<file path="src/rtl/ucdp_clk_gate_ctrl.sv">
// ============================================================================
// ucdp_clk_gate_ctrl
//   Multi-channel idle-timeout clock gating with req/ack wake and DFT bypass.
//   Revision: 1.0
// ============================================================================
`default_nettype none

module ucdp_clk_gate_ctrl #(
  parameter int NUM_CH = 4,
  parameter int IDLE_W = 4
) (
  input  logic              clk_i,
  input  logic              rst_an_i,
  input  logic              test_en_i,
  input  logic [IDLE_W-1:0] idle_thr_i,
  input  logic [NUM_CH-1:0] busy_i,
  input  logic [NUM_CH-1:0] req_i,
  input  logic [NUM_CH-1:0] force_on_i,
  output logic [NUM_CH-1:0] ack_o,
  output logic [NUM_CH-1:0] gated_o,
  output logic [NUM_CH-1:0] clk_o
);

  typedef enum logic [1:0] {
    ST_WAKE = 2'd0,
    ST_RUN  = 2'd1,
    ST_OFF  = 2'd2
  } state_t;

  for (genvar gi = 0; gi < NUM_CH; gi++) begin : g_ch
    state_t            r_state;
    state_t            w_state_nxt;
    logic              r_en;
    logic              w_en_nxt;
    logic              r_ack;
    logic              w_ack_nxt;
    logic              r_gated;
    logic              w_gated_nxt;
    logic [IDLE_W-1:0] r_cnt;
    logic [IDLE_W-1:0] w_cnt_nxt;
    logic              r_latch;
    logic              w_act;

    assign w_act = busy_i[gi] | req_i[gi] | force_on_i[gi];

    always_comb begin
      w_state_nxt = r_state;
      w_en_nxt    = r_en;
      w_cnt_nxt   = r_cnt;
      w_ack_nxt   = r_ack;
      w_gated_nxt = r_gated;
      case (r_state)
        ST_WAKE: begin
          // Unconditional: one full settle cycle before ack.
          w_state_nxt = ST_RUN;
          w_en_nxt    = 1'b1;
          w_cnt_nxt   = '0;
          w_ack_nxt   = 1'b1;
          w_gated_nxt = 1'b0;
        end
        ST_RUN: begin
          w_en_nxt = 1'b1;
          if (w_act) begin
            w_cnt_nxt = '0;
          end else if (r_cnt >= idle_thr_i) begin
            w_state_nxt = ST_OFF;
            w_en_nxt    = 1'b0;
            w_ack_nxt   = 1'b0;
            w_gated_nxt = 1'b1;
            w_cnt_nxt   = '0;
          end else begin
            w_cnt_nxt = r_cnt + IDLE_W'(1);
          end
        end
        ST_OFF: begin
          w_en_nxt  = 1'b0;
          w_cnt_nxt = '0;
          if (w_act) begin
            w_state_nxt = ST_WAKE;
            w_en_nxt    = 1'b1;
            w_gated_nxt = 1'b0;
          end
        end
        default: begin
          w_state_nxt = ST_WAKE;
          w_en_nxt    = 1'b1;
          w_cnt_nxt   = '0;
          w_ack_nxt   = 1'b0;
          w_gated_nxt = 1'b0;
        end
      endcase
    end

    always_ff @(posedge clk_i or negedge rst_an_i) begin
      if (!rst_an_i) begin
        r_state <= ST_WAKE;
        r_en    <= 1'b1;
        r_cnt   <= '0;
        r_ack   <= 1'b0;
        r_gated <= 1'b0;
      end else begin
        r_state <= w_state_nxt;
        r_en    <= w_en_nxt;
        r_cnt   <= w_cnt_nxt;
        r_ack   <= w_ack_nxt;
        r_gated <= w_gated_nxt;
      end
    end

    // Low-transparent latch: enable can only change while clk_i is low.
    always_latch begin
      if (!rst_an_i) begin
        r_latch <= 1'b1;
      end else if (!clk_i) begin
        r_latch <= r_en | test_en_i;
      end
    end

    assign clk_o[gi]   = clk_i & r_latch;
    assign ack_o[gi]   = r_ack;
    assign gated_o[gi] = r_gated;

`ifdef SIM
`ifndef SYN
    logic r_seen_pos;
    logic r_chk_arm;
    logic r_warned;

    always @(posedge clk_i) r_seen_pos <= 1'b1;
    always @(negedge clk_i) if (r_seen_pos === 1'b1) r_chk_arm <= 1'b1;

    always @(clk_i or clk_o[gi]) begin
      if (r_chk_arm === 1'b1 && r_warned !== 1'b1 && clk_i === 1'b1 && $isunknown(clk_o[gi])) begin
        $warning("ucdp_clk_gate_ctrl: clk_o[%0d] is X while clk_i is high", gi);
        r_warned <= 1'b1;
      end
    end
`endif
`endif
  end

endmodule

`default_nettype wire

</file>
<file path="config.mk">
export PLATFORM = sky130hd
export DESIGN_NAME = ucdp_clk_gate_ctrl
export DESIGN_NICKNAME = d
export VERILOG_FILES = /design/src/rtl/ucdp_clk_gate_ctrl.sv
export SDC_FILE = /design/constraint.sdc
export NUM_CORES = 1
export LEC_CHECK = 0
export BUFFER_PORTS_ARGS = -buffer_cell sky130_fd_sc_hd__buf_4
export CAP_MARGIN = 20
export CORE_UTILIZATION = 35
export CTS_CLUSTER_SIZE = 8
export DETAILED_ROUTE_END_ITERATION = 10
export GPL_TIMING_DRIVEN = 0
export MAX_ROUTING_LAYER = met4
export PLACE_DENSITY = 0.62
export SLEW_MARGIN = 5
export SYNTH_ARGS = -nofsm -noshare
export SYNTH_HDL_FRONTEND = slang
export SYNTH_SLANG_ARGS = --single-unit
</file>
<file path="constraint.sdc">
create_clock -name clk_i -period 4.1 [get_ports clk_i]
set_input_delay 0.205 -clock clk_i [delete_from_list [all_inputs] [get_ports clk_i]]
set_output_delay 0.205 -clock clk_i [all_outputs]
set_load 0.01 [all_outputs]
</file>
==> flow_summary_export.csv, run 1 <==
group,metric,value,unit
setup_path,timing.rr.end,"g_ch[0].r_latch",
grt,grt_usage,17.0,%
synthesis,synth_area_leaders,"dfrtp_1, ha_1, dfstp_2",
detailed_routing,first_pass_iters,4,
placement,dp_hpwl,2590,µm
detailed_routing,drc_errors,0,
floorplan,core,5890,µm²
synthesis,synth-seq-cells,36,
hold_path,whs_path_depth,5,
sta,setup_tns,0,ns
sta,setup_viol,0,
setup_path,cp.required,3.89,ns
clock_network,clk_pin_slew,0.03,ns
floorplan,start_util,36.2,%
detailed_routing,vias_per_cell,4.67,
setup_path,max_stage_delay,0.33,ns
floorplan,num_rows,28,
setup_path,cp-startpoint,"g_ch[2].r_latch",
clock_network,cts.repair.resized,0,
layout,fillers,552,
layout,layout_commonest_cell,"buf_4",
layout,multi_input_area,1130,µm²
sta,rsz0062_at_grt,"false",
setup_path,reg2reg_depth,1,
clock_network,cts_setup_buffers,0,
synthesis,yosys.area.top_type,"dfrtp_1",
clock_network,cts_tree,"yes",
grt,grt_max_degree,32,
synthesis,synth_area,2130,µm²
clock_network,cts_hold_buf,4,
floorplan,die_w,80.1,µm
detailed_routing,postRouteAntennaNets,0,
sta,maxSlewViolCount,0,
setup_path,worstPathArrival,3.19,ns
pwr,p_leak,1.37,nW
layout,n_antenna_cell,0,
pwr,ir_drop,0.455,mV
sta,timing.final.hold_violations,0,
hold_path,hp-start,"rst_an_i",
status,run_status,"completed",
synthesis,synthDominantCellAreaShare,32.8,%
grt,antenna_found_initial,0,
clock_network,clock_latency,0.52,ns
grt,grt_pass1_vias,1691,
setup_path,cp-end-kind,"output port",
synthesis,yosysWarnings,0,
setup_path,r2r_slack,1.47,ns
pwr,power-per-cell-area,641,nW/µm²
grt,grt_pass1_wl,8090,µm
layout,syn_to_final_growth,34.2,%
setup_path,regToRegStartpoint,"g_ch[0].r_en",
setup_path,slowest_stage,"dlxtp_1",
synthesis,syn-mean-instance-area,10.1,µm²
placement,place.port_buffers,30,
synthesis,synth_cell_type_count,31,
setup_path,worstPathCellList,"and2_1 > buf_4",
sta,relSlewSlack,71.7,%
setup_path,cp_max_fo,1,
detailed_routing,vias,1622,
layout,drive_gt1_share,29.8,%
detailed_routing,drtIter0Drc,113,
placement,gp_congestion,0.751,
layout,nNetsFinal,321,
detailed_routing,routedWlPerCell,11.8,µm
setup_path,crit_type,"latch to output port",
floorplan,die-height,80.1,µm
layout,layout_common_cells,"buf_4, ha_1, dfrtp_1, clkbuf_8, inv_1",
synthesis,syn_nets,262,
floorplan,io_pins,31,
sta,finClkSkew,0.0363,ns
setup_path,start_kind,"latch",
hold_path,hold_path_class,"input port to clock gate",
synthesis,synthCells,211,
flow_run,maxCapViolations,0,
grt,gr-total-overflow,0,
pwr,finalPower,1.83,mW
detailed_routing,routed_wl,4080,µm
floorplan,die-area,6410,µm²
sta,tightest_slew,0.423,ns
layout,seq_area,866,µm²
## metal layers
layer / up-vias / global-route usage [%] / part of all wire, %
li1: 830 / - / -
met1: 745 / 21.9 / 48
met2: 38 / 24.7 / 45
met3: 9 / 4.55 / 5.5
met4: 0 / 8.04 / 1.4
met5: - / - / 0
## flip-flops by register name (all words and copies together), names as in the netlist
| register | flops |
|---|---|
| g_ch.r_ack | 4 |
| g_ch.r_state | 8 |
| g_ch.r_cnt | 16 |
| g_ch.r_latch | 4 |
| g_ch.r_en | 4 |
## logic make-up (layout without fill, tap and decap cells)
kind of cell	after synthesis	after routing	synth area share, %
DFF	32	32	37.8
AOI/OAI and AO/OA	15	15	5.22
and+or+nand+nor	83	83	21.4
adders and majority gates	32	32	18.8
buffers and inverters	29	90	6.51
muxes	8	8	4.22
latches	4	4	2.82
xor gates and xnor gates	8	8	3.28
## power by group
part	internal [mW]	total, mW	leakage (nW)	switching [mW]
clock network	0.598	0.853	0.220	0.255
logic	0.273	0.521	0.706	0.248
registers	0.413	0.460	0.448	0.0470
## synthesized netlist by cell type
library cell / n
ha_1: 32
or2_2: 1
nor3b_1: 4
dfrtp_1: 28
mux2_1: 3
nand2_1: 12
buf_4: 8
nand2b_1: 7
or3_4: 1
or2b_1: 3
nor3_1: 1
a21oi_1: 1
o211ai_2: 1
nor2b_1: 5
o211ai_1: 10
dlxtp_1: 4
dfstp_2: 4
nor3_2: 3
xnor2_1: 4
nand2_2: 1
nand3_1: 16
a31oi_1: 1
inv_1: 21
nand4b_1: 3
o21bai_1: 1
and2_1: 4
mux2_2: 5
o21ai_0: 1
nand3b_1: 3
xor2_1: 4
nor2_1: 19
## worst max-delay path by stage
| stage | to | slack, ns | cells after the start |
|---|---|---|---|
| after floorplan | clk_o[0] | 1.41 | 1 |
| after global placement | g_ch[0].r_latch | 0.99 | 3 |
| after detailed placement | g_ch[0].r_latch | 0.98 | 3 |
| after CTS | clk_o[2] | 0.72 | 9 |
| after global routing | clk_o[2] | 0.57 | 2 |
| final | clk_o[2] | 0.71 | 2 |
## area by class of cell
cell class	instances	area share [%]
repair buffers	30	8.57
clock inverters	2	1.22
flip-flops and latches	36	30.2
inverters	21	2.75
plain buffers	8	2.10
multi-input cells	146	39.4
well taps	75	3.28
clock buffers	29	12.4
## worst max-delay path, delay by kind of cell, from the launching register on
kind	cells	cell delay, ns
latches	1	0.33
simple gates	1	0.15
buf+inv	1	0.12
## metrics by stage
step / cell area [µm²] / util (%) / setup WS (ns) / hold slack (ns) / instances
after floorplan: 2130 / - / 1.41 / -1.85 / 211
after global placement: 2450 / 41.7 / 0.989 / -1.57 / 316
after detailed placement: 2450 / 41.7 / 0.979 / -1.56 / 316
after CTS: 2860 / 48.6 / 0.718 / 0.0239 / 347
after global routing: 2860 / 48.6 / 0.568 / 0.0242 / 347
final: 2860 / 48.6 / 0.709 / 0.000601 / 347
Power figures use the tool's default switching activity.
==> inputs of run 2 (changes only) <==
- ABC_AREA: not set -> 1
- PLACE_DENSITY: 0.62 -> 0.64
- clock period: 4.1 -> 2.7 ns (I/O delays scaled with it)
==> flow_summary_export.csv, run 2 <==
group,metric,value,unit
hold_path,hold_path_class,"input port to clock gate",
clock_network,clk_pin_slew,0.03,ns
clock_network,clock_latency,0.56,ns
synthesis,yosys.area.top_type,"dfrtp_1",
detailed_routing,vias,1835,
sta,relSlewSlack,69.2,%
floorplan,die-height,81.5,µm
sta,tightest_slew,0.462,ns
setup_path,reg2reg_depth,2,
pwr,p_sw,0.989,mW
detailed_routing,first_pass_iters,4,
sta,hold_slack,-0.0104,ns
setup_path,cp.depth,3,
setup_path,cp.required,2.57,ns
synthesis,yosysWarnings,0,
floorplan,num_rows,28,
setup_path,timing.rr.end,"g_ch[0].r_latch",
grt,antenna_found_initial,0,
sta,rsz0062_at_grt,"true",
layout,largest_reg_flops,16,
setup_path,worstPathCellList,"nand2_1 > inv_2 > buf_6",
status,failed_checks,"negative hold slack",
layout,largest-register,"g_ch.r_cnt",
synthesis,synthCells,256,
synthesis,synth-async-reset-ratio,88.9,%
layout,top_regs,"g_ch.r_cnt x16, g_ch.r_state x8",
layout,layout_commonest_cell,"nand2_1",
layout,instances_no_fill,402,
synthesis,synthDominantCellAreaShare,31.7,%
synthesis,syn-mean-instance-area,8.64,µm²
layout,syn_to_final_growth,37.2,%
detailed_routing,drc_errors,0,
layout,nNetsFinal,376,
pwr,p_sw_share,34.0,%
synthesis,synth_cell_type_count,21,
placement,gp_congestion,0.761,
clock_network,cts_tree,"yes",
grt,grt_usage,20.4,%
floorplan,core,6030,µm²
placement,dp_hpwl,2810,µm
setup_path,cp-end-kind,"output port",
floorplan,die-area,6640,µm²
layout,drive_gt1_share,25.7,%
setup_path,start_kind,"latch",
placement,place_ws,0.686,ns
setup_path,worst-path-buf-inv,2,
detailed_routing,drtIter0Drc,130,
detailed_routing,vias_per_cell,4.56,
sta,fin_ws,0.113,ns
setup_path,crit_type,"latch to output port",
synthesis,synth_area_leaders,"dfrtp_1, ha_1, nand2_1",
clock_network,cts_setup_buffers,0,
pwr,p_leak,1.60,nW
floorplan,start_util,36.7,%
pwr,intPower,1.92,mW
sta,timing.final.hold_violations,1,
hold_path,whs_path_depth,3,
synthesis,ys.flop_type,"dfrtp_1",
sta,finClkSkew,0.0589,ns
setup_path,r2r_slack,0.80,ns
layout,layout_common_cells,"nand2_1, inv_1, buf_4, ha_1, dfrtp_1",
pwr,power.share.combinational,29.5,%
setup_path,worst_path_dominant_cell_family,"latches",
flow_run,maxCapViolations,0,
detailed_routing,routed_wl,4480,µm
pwr,power-per-cell-area,960,nW/µm²
detailed_routing,postRouteAntennaNets,0,
synthesis,synth_edf_count,0,
grt,grt_pass1_vias,1957,
placement,place.port_buffers,30,
synthesis,synth_area,2210,µm²
grt,grt_max_degree,38,
setup_path,max_stage_delay,0.31,ns
status,run_status,"finished, violations left",
hold_path,hp-start,"rst_an_i",
sta,setup_viol,0,
synthesis,yosysMostFrequentCell,"nand2_1",
setup_path,slowest_stage,"dlxtp_1",
setup_path,worstPathArrival,2.45,ns
grt,grt_pass1_wl,8340,µm
pwr,ir_drop,0.878,mV
pwr,power_frac_clock,46.3,%
setup_path,cp-startpoint,"g_ch[0].r_latch",
synthesis,ys_top_cells_by_count,"nand2_1, inv_1, ha_1, dfrtp_1, nor2_1",
synthesis,synth-seq-cells,36,
setup_path,regToRegStartpoint,"g_ch[0].r_en",
pwr,p_seq_share,24.2,%
synthesis,syn_nets,307,
floorplan,die_w,81.5,µm
sta,maxSlewViolCount,0,
layout,n_antenna_cell,0,
detailed_routing,routedWlPerCell,11.1,µm
setup_path,cp_max_fo,1,
grt,gr-total-overflow,0,
placement,dp_cells,361,
floorplan,io_pins,31,
==> run 2: changes by cell type after synthesis, sizes merged, moves of 5 or more <==
cell / previous run / this run
nand2b: 7 / 0
nor2b: 5 / 0
nand2: 13 / 70
o211ai: 11 / 0
nand4: 0 / 12
inv: 21 / 43
mux2: 8 / 0
==> run 2: worst max-delay path by stage <==
stage | end
floorplan | g_ch[3].r_latch
global placement | g_ch[1].r_latch
detailed placement | g_ch[3].r_latch
CTS | clk_o[0]
global route | clk_o[2]
finish | clk_o[0]
==> run 2: what timing repair did <==
item                                    4_1_cts  5_1_grt
resized for setup                             0        4
hold endpoints to repair                     59        0
hold buffers                                 14        0
endpoints found under the setup margin        0        4
==> run 2: final cells by class <==
| type | instances | area, µm² |
|---|---|---|
| timing repair buffer | 40 | 335 |
| clock inverter | 5 | 32.5 |
| inverter | 39 | 146 |
| buffer | 8 | 60.1 |
| clock buffer | 30 | 375 |
| tap | 75 | 93.8 |
| multi-input combinational | 169 | 1120 |
| sequential | 36 | 866 |
| fill | 573 | 2990 |
==> run 2: worst min-delay path, stage by stage <==
cell           delay [ns]
dlygate4sd3_1        0.53
buf_4                0.28
dlygate4sd3_1        0.65
==> run 2: power groups by stage <==
stage,clock network [mW],registers [mW],logic (mW)
6_report,1.35,0.706,0.858
2_1_floorplan,0.0880,0.692,0.636
3_3_place_gp,0.173,0.709,0.832
4_1_cts,1.34,0.707,0.863
5_1_grt,1.52,0.720,0.991
3_5_place_dp,0.173,0.715,0.847
==> run 2: metal layers <==
layer	global-route usage, %	wire (µm)
met3	18.2	336
met4	25.2	133
met2	23.7	2110
met5	-	0
met1	17.2	1900
==> run 2: stage by stage <==
step                      TNS, ns  total power, mW  hold WS (ns)  area, µm²  utilization, %
after floorplan                 0             1.42         -1.22       2210               -
after CTS                       0             2.91       0.00694       3030            50.2
after detailed placement        0             1.74        -0.931       2530            42.0
after global routing      -0.0156             3.24        0.0276       3030            50.4
final                           0             2.91       -0.0104       3030            50.4
after global placement          0             1.71        -0.936       2530            42.0
==> run 2: kinds of logic (layout without fill, tap and decap cells) <==
group,after synthesis,count (layout),share of synthesized area (%)
compound gates,5,5,1.98
xor+xnor,8,8,3.17
fa+ha+maj,32,32,18.1
buf+inv,51,122,10.0
flops,32,32,36.4
latches,4,4,2.72
simple gates,124,124,27.6
==> inputs of run 3 (changes only) <==
- CORE_ASPECT_RATIO: not set -> 1.2
- TNS_END_PERCENT: not set -> 30
==> flow_summary_export.csv, run 3 (synthesized netlist as in run 2, its figures left out) <==
group,metric,value,unit
status,run_status,"finished, violations left",
status,failed_checks,"negative hold slack",
setup_path,cp_max_fo,1,
grt,gr-total-overflow,0,
detailed_routing,vias_per_cell,4.50,
clock_network,clock_latency,0.54,ns
sta,setup_viol,0,
pwr,p_leak,1.60,nW
setup_path,worst-path-buf-inv,2,
hold_path,hold_path_class,"input port to clock gate",
setup_path,crit_type,"latch to output port",
detailed_routing,drc_errors,0,
sta,fin_ws,0.120,ns
sta,timing.final.hold_violations,1,
layout,nNetsFinal,375,
layout,drive_gt1_share,25.2,%
pwr,ir_drop,0.479,mV
setup_path,cp-end-kind,"output port",
layout,largest_reg_flops,16,
floorplan,io_pins,31,
clock_network,cts_hold_buf,13,
detailed_routing,routedWlPerCell,10.5,µm
grt,grt_pass1_vias,1859,
sta,tightest_slew,0.460,ns
layout,fillers,594,
floorplan,start_util,36.6,%
setup_path,worst_path_dominant_cell_family,"latches",
setup_path,cp.required,2.57,ns
pwr,power-per-cell-area,944,nW/µm²
floorplan,die_w,74.6,µm
floorplan,die-area,6640,µm²
setup_path,start_kind,"latch",
layout,n_antenna_cell,0,
clock_network,clk_pin_slew,0.03,ns
layout,top_regs,"g_ch.r_cnt x16, g_ch.r_state x8",
detailed_routing,vias,1837,
grt,grt_max_degree,38,
layout,largest-register,"g_ch.r_cnt",
grt,grt_usage,17.0,%
detailed_routing,drtIter0Drc,66,
setup_path,max_stage_delay,0.32,ns
layout,layout_common_cells,"nand2_1, inv_1, buf_4, ha_1, dfrtp_1",
setup_path,slowest_stage,"dlxtp_1",
setup_path,worstPathArrival,2.44,ns
placement,dp_hpwl,2800,µm
clock_network,cts_tree,"yes",
sta,rsz0062_at_grt,"false",
sta,hold_slack,-0.00297,ns
flow_run,maxCapViolations,0,
floorplan,die-height,89.1,µm
sta,setup_tns,0,ns
placement,place.port_buffers,30,
grt,grt_pass1_wl,7330,µm
setup_path,worstPathCellList,"nand2_1 > inv_1 > buf_4",
detailed_routing,postRouteAntennaNets,0,
grt,antenna_found_initial,0,
sta,relSlewSlack,69.4,%
floorplan,core,6050,µm²
floorplan,num_rows,31,
detailed_routing,routed_wl,4290,µm
placement,gp_congestion,0.757,
sta,maxSlewViolCount,0,
placement,place_ws,0.680,ns
clock_network,cts_setup_buffers,0,
layout,layout_commonest_cell,"nand2_1",
sta,finClkSkew,0.0443,ns
layout,syn_to_final_growth,36.8,%
detailed_routing,first_pass_iters,4,
clock_network,cts.repair.resized,0,
run 3: cell types whose count changed in the layout (fill, tap and decap cells not counted):
cell and change:
inv_2 -2, buf_4 +2, dlygate4sd3_1 -1, inv_1 +2, buf_6 -2
run 3: layout make-up:
class,count,area (µm²),share of cell area (%)
Buffer,8,60.1,1.99
Sequential cell,36,866,28.6
Tap cell,82,103,3.39
Multi-Input combinational cell,169,1120,37.2
Clock buffer,30,368,12.2
Inverter,39,146,4.84
Clock inverter,5,32.5,1.08
Timing Repair Buffer,39,325,10.8
run 3: where the power goes:
group          switching [mW]  internal [mW]  total [mW]
combinational           0.469          0.394       0.863
clock                   0.418          0.874        1.29
sequential             0.0703          0.631       0.701
total                   0.957           1.90        2.86
run 3: worst reg2reg max path, cell delays in order, from the launching register on:
cell and delay (ns):
dfstp_2 0.53, nor2_1 0.04, nand2_1 0.05
run 3: path summary, 6_finish.rpt:
kind                            startpoint              end  slack (ns)  depth (start not counted)
setup reg to reg              g_ch[1].r_en  g_ch[1].r_latch        0.80                          2
min in group asynchronous         rst_an_i    g_ch[3].r_ack        0.13                          2
max in group gated                rst_an_i       clock gate        1.22                          3
min in group clk_i                req_i[2]     g_ch[2].r_en        0.02                          5
setup / recovery           g_ch[3].r_latch         clk_o[3]        0.12                          3
max in group asynchronous         rst_an_i     g_ch[1].r_en        2.23                          2
hold / removal                    rst_an_i       clock gate      -0.003                          3
hold reg to reg               g_ch[2].r_en  g_ch[2].r_latch        0.46                          2
run 3: metal layers:
layer | global-route usage, % | vias to the layer above | routed length (µm)
li1 | - | 946 | -
met1 | 15.2 | 839 | 1800
met2 | 23.3 | 43 | 2180
met3 | 9.24 | 9 | 207
met4 | 20.1 | 0 | 106
met5 | - | - | 0
run 3: stage by stage:
| step | area (µm²) | power (mW) | instances | utilization [%] |
|---|---|---|---|---|
| final | 3030 | 2.86 | 408 | 50.0 |
| after global routing | 3030 | 3.09 | 408 | 50.0 |
| after detailed placement | 2540 | 1.74 | 368 | 42.0 |
| after global placement | 2540 | 1.72 | 368 | 42.0 |
| after CTS | 3030 | 2.90 | 408 | 50.0 |
| after floorplan | 2210 | 1.42 | 256 | - |
